## src/rtl/pic_pkg.sv

```systemverilog
// pic_pkg -- shared definitions for the interrupt-acknowledge sequencer.
// Contents:
//   IR_LEVELS, LEVEL_W, VEC_BASE_W : widths of the IR level and vector fields
//   SPURIOUS_LEVEL                 : level reported when a request vanishes at acknowledge
//   seq_state_e                    : acknowledge sequencer state enumeration
//   level_onehot()                 : IR level to one-hot ISR pulse vector
package pic_pkg;

    localparam int IR_LEVELS  = 8;
    localparam int LEVEL_W    = 3;
    localparam int VEC_BASE_W = 5;

    localparam logic [LEVEL_W-1:0] SPURIOUS_LEVEL = 3'd7;

    typedef enum logic [2:0] {
        IDLE       = 3'd0,
        INT_ASSERT = 3'd1,
        ACK1       = 3'd2,
        GAP        = 3'd3,
        ACK2       = 3'd4,
        DONE       = 3'd5
    } seq_state_e;

    function automatic logic [IR_LEVELS-1:0] level_onehot(input logic [LEVEL_W-1:0] lvl);
        logic [IR_LEVELS-1:0] v;
        v      = '0;
        v[lvl] = 1'b1;
        return v;
    endfunction

endpackage

```

## src/rtl/inta_sync.sv

```systemverilog
// inta_sync -- synchronizer and edge detector for the CPU acknowledge strobe.
// Ports:
//   CLK    in  system clock, rising edge
//   RST_N  in  asynchronous active-low reset; all flops reset to 1 (INTA inactive)
//   INTA_N in  asynchronous active-low acknowledge from the CPU
//   FALL   out one-cycle pulse: synchronized INTA_N went 1 -> 0 (acknowledge start)
//   RISE   out one-cycle pulse: synchronized INTA_N went 0 -> 1 (acknowledge end)
module inta_sync #(
    parameter int SYNC_STAGES = 2
) (
    input  logic CLK,
    input  logic RST_N,
    input  logic INTA_N,
    output logic FALL,
    output logic RISE
);

    logic [SYNC_STAGES-1:0] sync_q;
    logic                   prev_q;
    logic                   synced;

    assign synced = sync_q[SYNC_STAGES-1];

    always_ff @(posedge CLK or negedge RST_N) begin
        if (!RST_N) begin
            sync_q <= '1;
            prev_q <= 1'b1;
        end else begin
            sync_q <= {sync_q[SYNC_STAGES-2:0], INTA_N};
            prev_q <= synced;
        end
    end

    // Edges come from two registered samples of the synchronized level, so each
    // is a clean single-cycle pulse; a glitch that misses every clock edge never
    // enters the chain and produces nothing.
    assign FALL = prev_q & ~synced;
    assign RISE = ~prev_q & synced;

endmodule

```

## src/rtl/inta_sequencer.sv

```systemverilog
// inta_sequencer -- drives INT to the CPU and runs the two-pulse INTA
// acknowledge cycle of an 8259-style interrupt controller.
// Ports:
//   CLK, RST_N   clock (rising edge) and asynchronous active-low reset
//   REQ_VALID    resolver has an unmasked pending request
//   REQ_LEVEL    winning IR level 0..7
//   ICW2_BASE    vector bits T7..T3, sampled when the second INTA starts
//   AEOI         automatic end-of-interrupt enable, sampled in DONE
//   INTA_N       asynchronous active-low CPU acknowledge
//   INT          interrupt request to the CPU
//   DATA_OUT     vector byte {ICW2_BASE, level}
//   DATA_OE      bus drive enable, high only during the second INTA pulse
//   ISR_SET      one-hot single-cycle pulse at the first acknowledge
//   ISR_CLR      one-hot single-cycle pulse after DONE when AEOI is set
//   BUSY         high in every state except IDLE
module inta_sequencer
    import pic_pkg::*;
#(
    parameter int SYNC_STAGES = 2
) (
    input  logic                  CLK,
    input  logic                  RST_N,
    input  logic                  REQ_VALID,
    input  logic [LEVEL_W-1:0]    REQ_LEVEL,
    input  logic [VEC_BASE_W-1:0] ICW2_BASE,
    input  logic                  AEOI,
    input  logic                  INTA_N,
    output logic                  INT,
    output logic [7:0]            DATA_OUT,
    output logic                  DATA_OE,
    output logic [IR_LEVELS-1:0]  ISR_SET,
    output logic [IR_LEVELS-1:0]  ISR_CLR,
    output logic                  BUSY
);

    logic inta_fall;
    logic inta_rise;

    inta_sync #(
        .SYNC_STAGES(SYNC_STAGES)
    ) u_inta_sync (
        .CLK    (CLK),
        .RST_N  (RST_N),
        .INTA_N (INTA_N),
        .FALL   (inta_fall),
        .RISE   (inta_rise)
    );

    seq_state_e           state_q;
    logic                 int_q;
    logic                 data_oe_q;
    logic [7:0]           data_out_q;
    logic [IR_LEVELS-1:0] isr_set_q;
    logic [IR_LEVELS-1:0] isr_clr_q;
    logic [LEVEL_W-1:0]   level_q;
    logic                 spurious_q;

    always_ff @(posedge CLK or negedge RST_N) begin
        if (!RST_N) begin
            state_q    <= IDLE;
            int_q      <= 1'b0;
            data_oe_q  <= 1'b0;
            data_out_q <= '0;
            isr_set_q  <= '0;
            isr_clr_q  <= '0;
            level_q    <= '0;
            spurious_q <= 1'b0;
        end else begin
            // ISR pulses are single-cycle: cleared unless re-armed below.
            isr_set_q <= '0;
            isr_clr_q <= '0;

            case (state_q)
                IDLE: begin
                    // Acknowledge edges with no INT outstanding are ignored here.
                    if (REQ_VALID) begin
                        state_q <= INT_ASSERT;
                        int_q   <= 1'b1;
                        level_q <= REQ_LEVEL;
                    end
                end

                INT_ASSERT: begin
                    if (inta_fall) begin
                        int_q   <= 1'b0;
                        state_q <= ACK1;
                        if (REQ_VALID) begin
                            level_q    <= REQ_LEVEL;
                            spurious_q <= 1'b0;
                            isr_set_q  <= level_onehot(REQ_LEVEL);
                        end else begin
                            // Request withdrawn exactly at acknowledge: the CPU
                            // still expects a vector, so hand it the IR7 vector
                            // without touching the ISR.
                            level_q    <= SPURIOUS_LEVEL;
                            spurious_q <= 1'b1;
                        end
                    end else if (!REQ_VALID) begin
                        int_q   <= 1'b0;
                        state_q <= IDLE;
                    end else begin
                        // Keep following the resolver so a higher-priority
                        // request can preempt before the CPU acknowledges.
                        level_q <= REQ_LEVEL;
                    end
                end

                ACK1: begin
                    // First INTA pulse leaves the bus floating.
                    if (inta_rise) begin
                        state_q <= GAP;
                    end
                end

                GAP: begin
                    if (inta_fall) begin
                        state_q    <= ACK2;
                        data_oe_q  <= 1'b1;
                        data_out_q <= {ICW2_BASE, level_q};
                    end
                end

                ACK2: begin
                    if (inta_rise) begin
                        state_q    <= DONE;
                        data_oe_q  <= 1'b0;
                        data_out_q <= '0;
                    end
                end

                DONE: begin
                    state_q <= IDLE;
                    if (AEOI && !spurious_q) begin
                        isr_clr_q <= level_onehot(level_q);
                    end
                end

                default: begin
                    state_q <= IDLE;
                end
            endcase
        end
    end

    assign INT      = int_q;
    assign DATA_OE  = data_oe_q;
    assign DATA_OUT = data_out_q;
    assign ISR_SET  = isr_set_q;
    assign ISR_CLR  = isr_clr_q;
    assign BUSY     = (state_q != IDLE);

endmodule
```

## config.mk

```make
export PLATFORM = sky130hd
export DESIGN_NAME = inta_sequencer
export DESIGN_NICKNAME = d
export VERILOG_FILES = /design/src/rtl/pic_pkg.sv /design/src/rtl/inta_sync.sv /design/src/rtl/inta_sequencer.sv
export SDC_FILE = /design/constraint.sdc
export NUM_CORES = 1
export LEC_CHECK = 0
export ABC_AREA = 1
export BUFFER_PORTS_ARGS = -buffer_cell sky130_fd_sc_hd__buf_4
export CAP_MARGIN = 40
export CORE_MARGIN = 2
export CORE_UTILIZATION = 25
export CTS_BUF_LIST = sky130_fd_sc_hd__clkbuf_8
export DETAILED_ROUTE_END_ITERATION = 8
export PLACE_DENSITY = 0.47
export SYNTH_ARGS = -nofsm -noshare
export SYNTH_HDL_FRONTEND = slang
export SYNTH_HIERARCHICAL = 1
export SYNTH_SLANG_ARGS = --single-unit
```

## constraint.sdc

```tcl
create_clock -name CLK -period 1.55 [get_ports CLK]
set_input_delay 0.2325 -clock CLK [delete_from_list [all_inputs] [get_ports CLK]]
set_output_delay 0.2325 -clock CLK [all_outputs]
set_load 0.01 [all_outputs]
```

==> run summary <==
For the pin with the worst max-slew slack, the measured transition is 0.439 ns. The startpoint type of the worst setup path was a register. The clock network latency to the later pin of the worst-skew pair is 0.28 ns, and the clock-pin transition on the worst setup and hold timing paths is 0.07 ns. Power comes to 0.00291 W. 0 antenna diodes ended up in the layout. The tools report the standard cell core area as 5470 um^2. The HPWL after detailed placement is 2.04 mm. The top-area cell type share of the netlist area is 58.5%, and the ratio of cells with drive above 1 in the final layout is 30.3%. At the end of the flow, the number of nets in the layout was 220. The run gives 36 as the CTS sink count. The routed design could run at a clock period as short as 1.46 ns.

Counting flops and latches in the post-synthesis netlist gives 36. For the worst path arrival time, the log shows 1.23 ns. The first global-routing pass estimated 4.86 mm of wire. Global routing finished with a remaining overflow of 0. TritonCTS created 5 clock buffers. Counting flops with an async set or reset pin after synthesis yields a share of 100%.

The tools report the number of DRC markers in iteration 0 as 42. The number of antenna violations at the first check in global routing is 0, and the peak fanout along the critical path is 7. The maximum root-to-sink buffer count was 2. The logs give 25.8% for the starting utilization of the core area and 20 for the number of library cell types mapped by synthesis. The average instance in the mapped netlist occupies 8.99 um^2. After detailed routing, the number of vias per cell comes to 3.96. Pin placement for this block handled 40 I/O pins.

The die is 79.1 um wide. In the final routed layout, each cell accounts on average for 10.0 um. The number of optimization iterations in the first detailed-route pass is 4, and the number of H-tree levels is 2.

The number of synthesized flops with an enable pin is 0, and the count of input and output buffers is 39. The worst pin sits at a relative slew slack of 70.7%. The met1 wire length is 1.34 mm, and the routed wire length on met3 is 197 um. The worst setup path is captured at an output port. The number of warning messages in the yosys log was 6; the synthesized area was 1410 um^2. The logs give 650 uV for the worst-case vdd ir drop and 0 for the final hold violation count. Setup repair after global routing left no endpoint under its margin. At the end of routability-driven placement, the weighted congestion stood at 0.770. The setup path with the least slack is of type reg -> out. In this run the top signal layer used is met4. The biggest area contributor in the post-synthesis netlist is dfrtp_1. Number of cells in the design after placement: 271. At the end of the flow the core is filled with cells to 35.3%. In the post-synthesis netlist, the biggest area contributors are dfrtp_1, nand2_1, nor2_1.

In the finished design, the share of the clock period the worst path needs comes to 94.3%. By count the netlist is led by nand2_1, dfrtp_1, nor2_1, inv_1, nand3_1. After detailed routing, the number of remaining DRC violations is 0. The number of nets handed over by synthesis was 170.

Entering global routing, the biggest net connects 37 pins. The wire length reported by the detailed router was 2.81 mm. The gate count after technology mapping is 157. The row count is 27.

The signed area change from the synthesized netlist to the final layout is 37.1%, and the die outline area is 6260 um^2. The run finished with clean final reports. In this run the remaining antenna-violating nets after routing total 0. The tools report the number of standard cells in the final layout excluding fillers as 280.

The tools report the setup-violating endpoint count in the final report as 0. The highest clock frequency the design can meet is 684 MHz. Among all cell types in the netlist, the one instantiated most often is nand2_1. The final count of pins violating max slew was 0.

The path class of the tightest hold or removal check is in -> reg. The via count of the first global-routing pass is 1106, and the hold slack is 0.0580 ns. The cell leakage power is 1.06 nW, and the power density over the cells is 1500 nW/um^2. Across the run, the number of max-cap violations was 0. For this run, the total global-route usage over all layers was measured as 10.1%. The tree is rooted in a clkbuf_8.

Post-synthesis sequential area ratio: 64.1%. TritonCTS built the clock tree. The run gives 1.24 mm as the detailed-routed wire length on met2.

The final route contains 1110 vias. Summed over all failing endpoints, the final setup total negative slack is 0 ns. Clock skew: 0.00418 ns.

STA puts the critical path data required time at 1.32 ns. For this run, the leading register cell type out of synthesis is dfrtp_1. The die outline height came out at 79.1 um.
[per-stage QoR]
stage                     setup slack (ns)  cell area (um^2)
final                               0.0888              1930
after global routing               0.00565              1930
after CTS                           0.0186              1920
after detailed placement            0.0633              1820
after global placement               0.106              1820
after floorplan                      0.258              1410
[path summary, 6_finish.rpt]
| kind | start | depth (start not counted) | endpoint | slack (ns) |
|---|---|---|---|---|
| setup reg to reg | u_inta_sync/prev_q$_DFF_PN1_ | 9 | DATA_OUT[6]$_DFFE_PN0P_ | 0.15 |
| hold / removal | INTA_N | 1 | u_inta_sync/sync_q[0]$_DFF_PN1_ | 0.06 |
| min in group asynchronous | RST_N | 2 | DATA_OUT[5]$_DFFE_PN0P_ | 0.44 |
| setup / recovery | state_q[1]$_DFFE_PN0P_ | 5 | BUSY | 0.09 |
| max in group asynchronous | RST_N | 2 | u_inta_sync/sync_q[0]$_DFF_PN1_ | 0.77 |
| hold reg to reg | u_inta_sync/sync_q[0]$_DFF_PN1_ | 0 | u_inta_sync/sync_q[1]$_DFF_PN1_ | 0.36 |
[power breakdown]
group	total, W	switching, W	internal, W
Clock	0.000675	0.000321	0.000354
Sequential	0.00133	0.000188	0.00114
Combinational	0.000901	0.000503	0.000398
Total	0.00291	0.00101	0.00189
[worst max-delay path, cell delays in order (launching register included)]
cell     delay [ns]
dfrtp_2        0.47
nor2_4         0.13
inv_2          0.07
nor2_2         0.10
inv_1          0.05
buf_4          0.13
[routing by layer]
layer  track usage [%]  vias up
met4              4.66        0
met1              13.0      497
met3              3.41        5
met2              15.3       29
met5                 0        -
li1                  -      579
[cell families (layout without fill, tap and decap cells)]
group,after synthesis,in the layout,synth area share (%)
flops,36,36,64.1
compound gates,7,7,2.93
buf+inv,19,70,5.05
simple gates,95,95,27.9
[flip-flops by register name, indices dropped and copies added, names as in the netlist]
| signal | cells |
|---|---|
| state_q | 3 |
| level_q | 3 |
| INT | 1 |
| spurious_q | 1 |
| DATA_OUT | 8 |
| ISR_SET | 8 |
| DATA_OE | 1 |
| u_inta_sync/sync_q | 2 |
| u_inta_sync/prev_q | 1 |
| ISR_CLR | 8 |
[cells in the final DEF, fill, tap and decap left out]
cell	n
a21oi_1	1
and2_1	1
buf_4	42
clkbuf_8	6
clkinvlp_4	1
dfrtp_1	32
dfrtp_2	1
dfstp_2	3
dlygate4sd3_1	1
inv_1	18
inv_2	2
nand2_1	54
nand2_2	1
nand3_1	6
nand3b_1	1
nand4_1	2
nor2_1	21
nor2_2	3
nor2_4	1
nor3_1	2
nor3_2	1
o21ai_0	4
o21ai_2	1
o31ai_1	1
or2_1	1
or2_2	1
[final cells by class]
cell class / instances / area, um^2
Inverter: 19 / 71.3
Tap cell: 72 / 90.1
Clock buffer: 6 / 82.6
Timing Repair Buffer: 43 / 325
Clock inverter: 2 / 11.3
Sequential cell: 36 / 906
Multi-Input combinational cell: 102 / 448
Fill cell: 588 / 3540
[timing repair]
item	4_1_cts	5_1_grt
setup buffers	0	0
resized for setup	2	4
hold buffers	1	0
endpoints found under the setup margin	1	10
hold endpoints to repair	33	0
pin swaps	0	0
(Power assumes the default switching activity.)
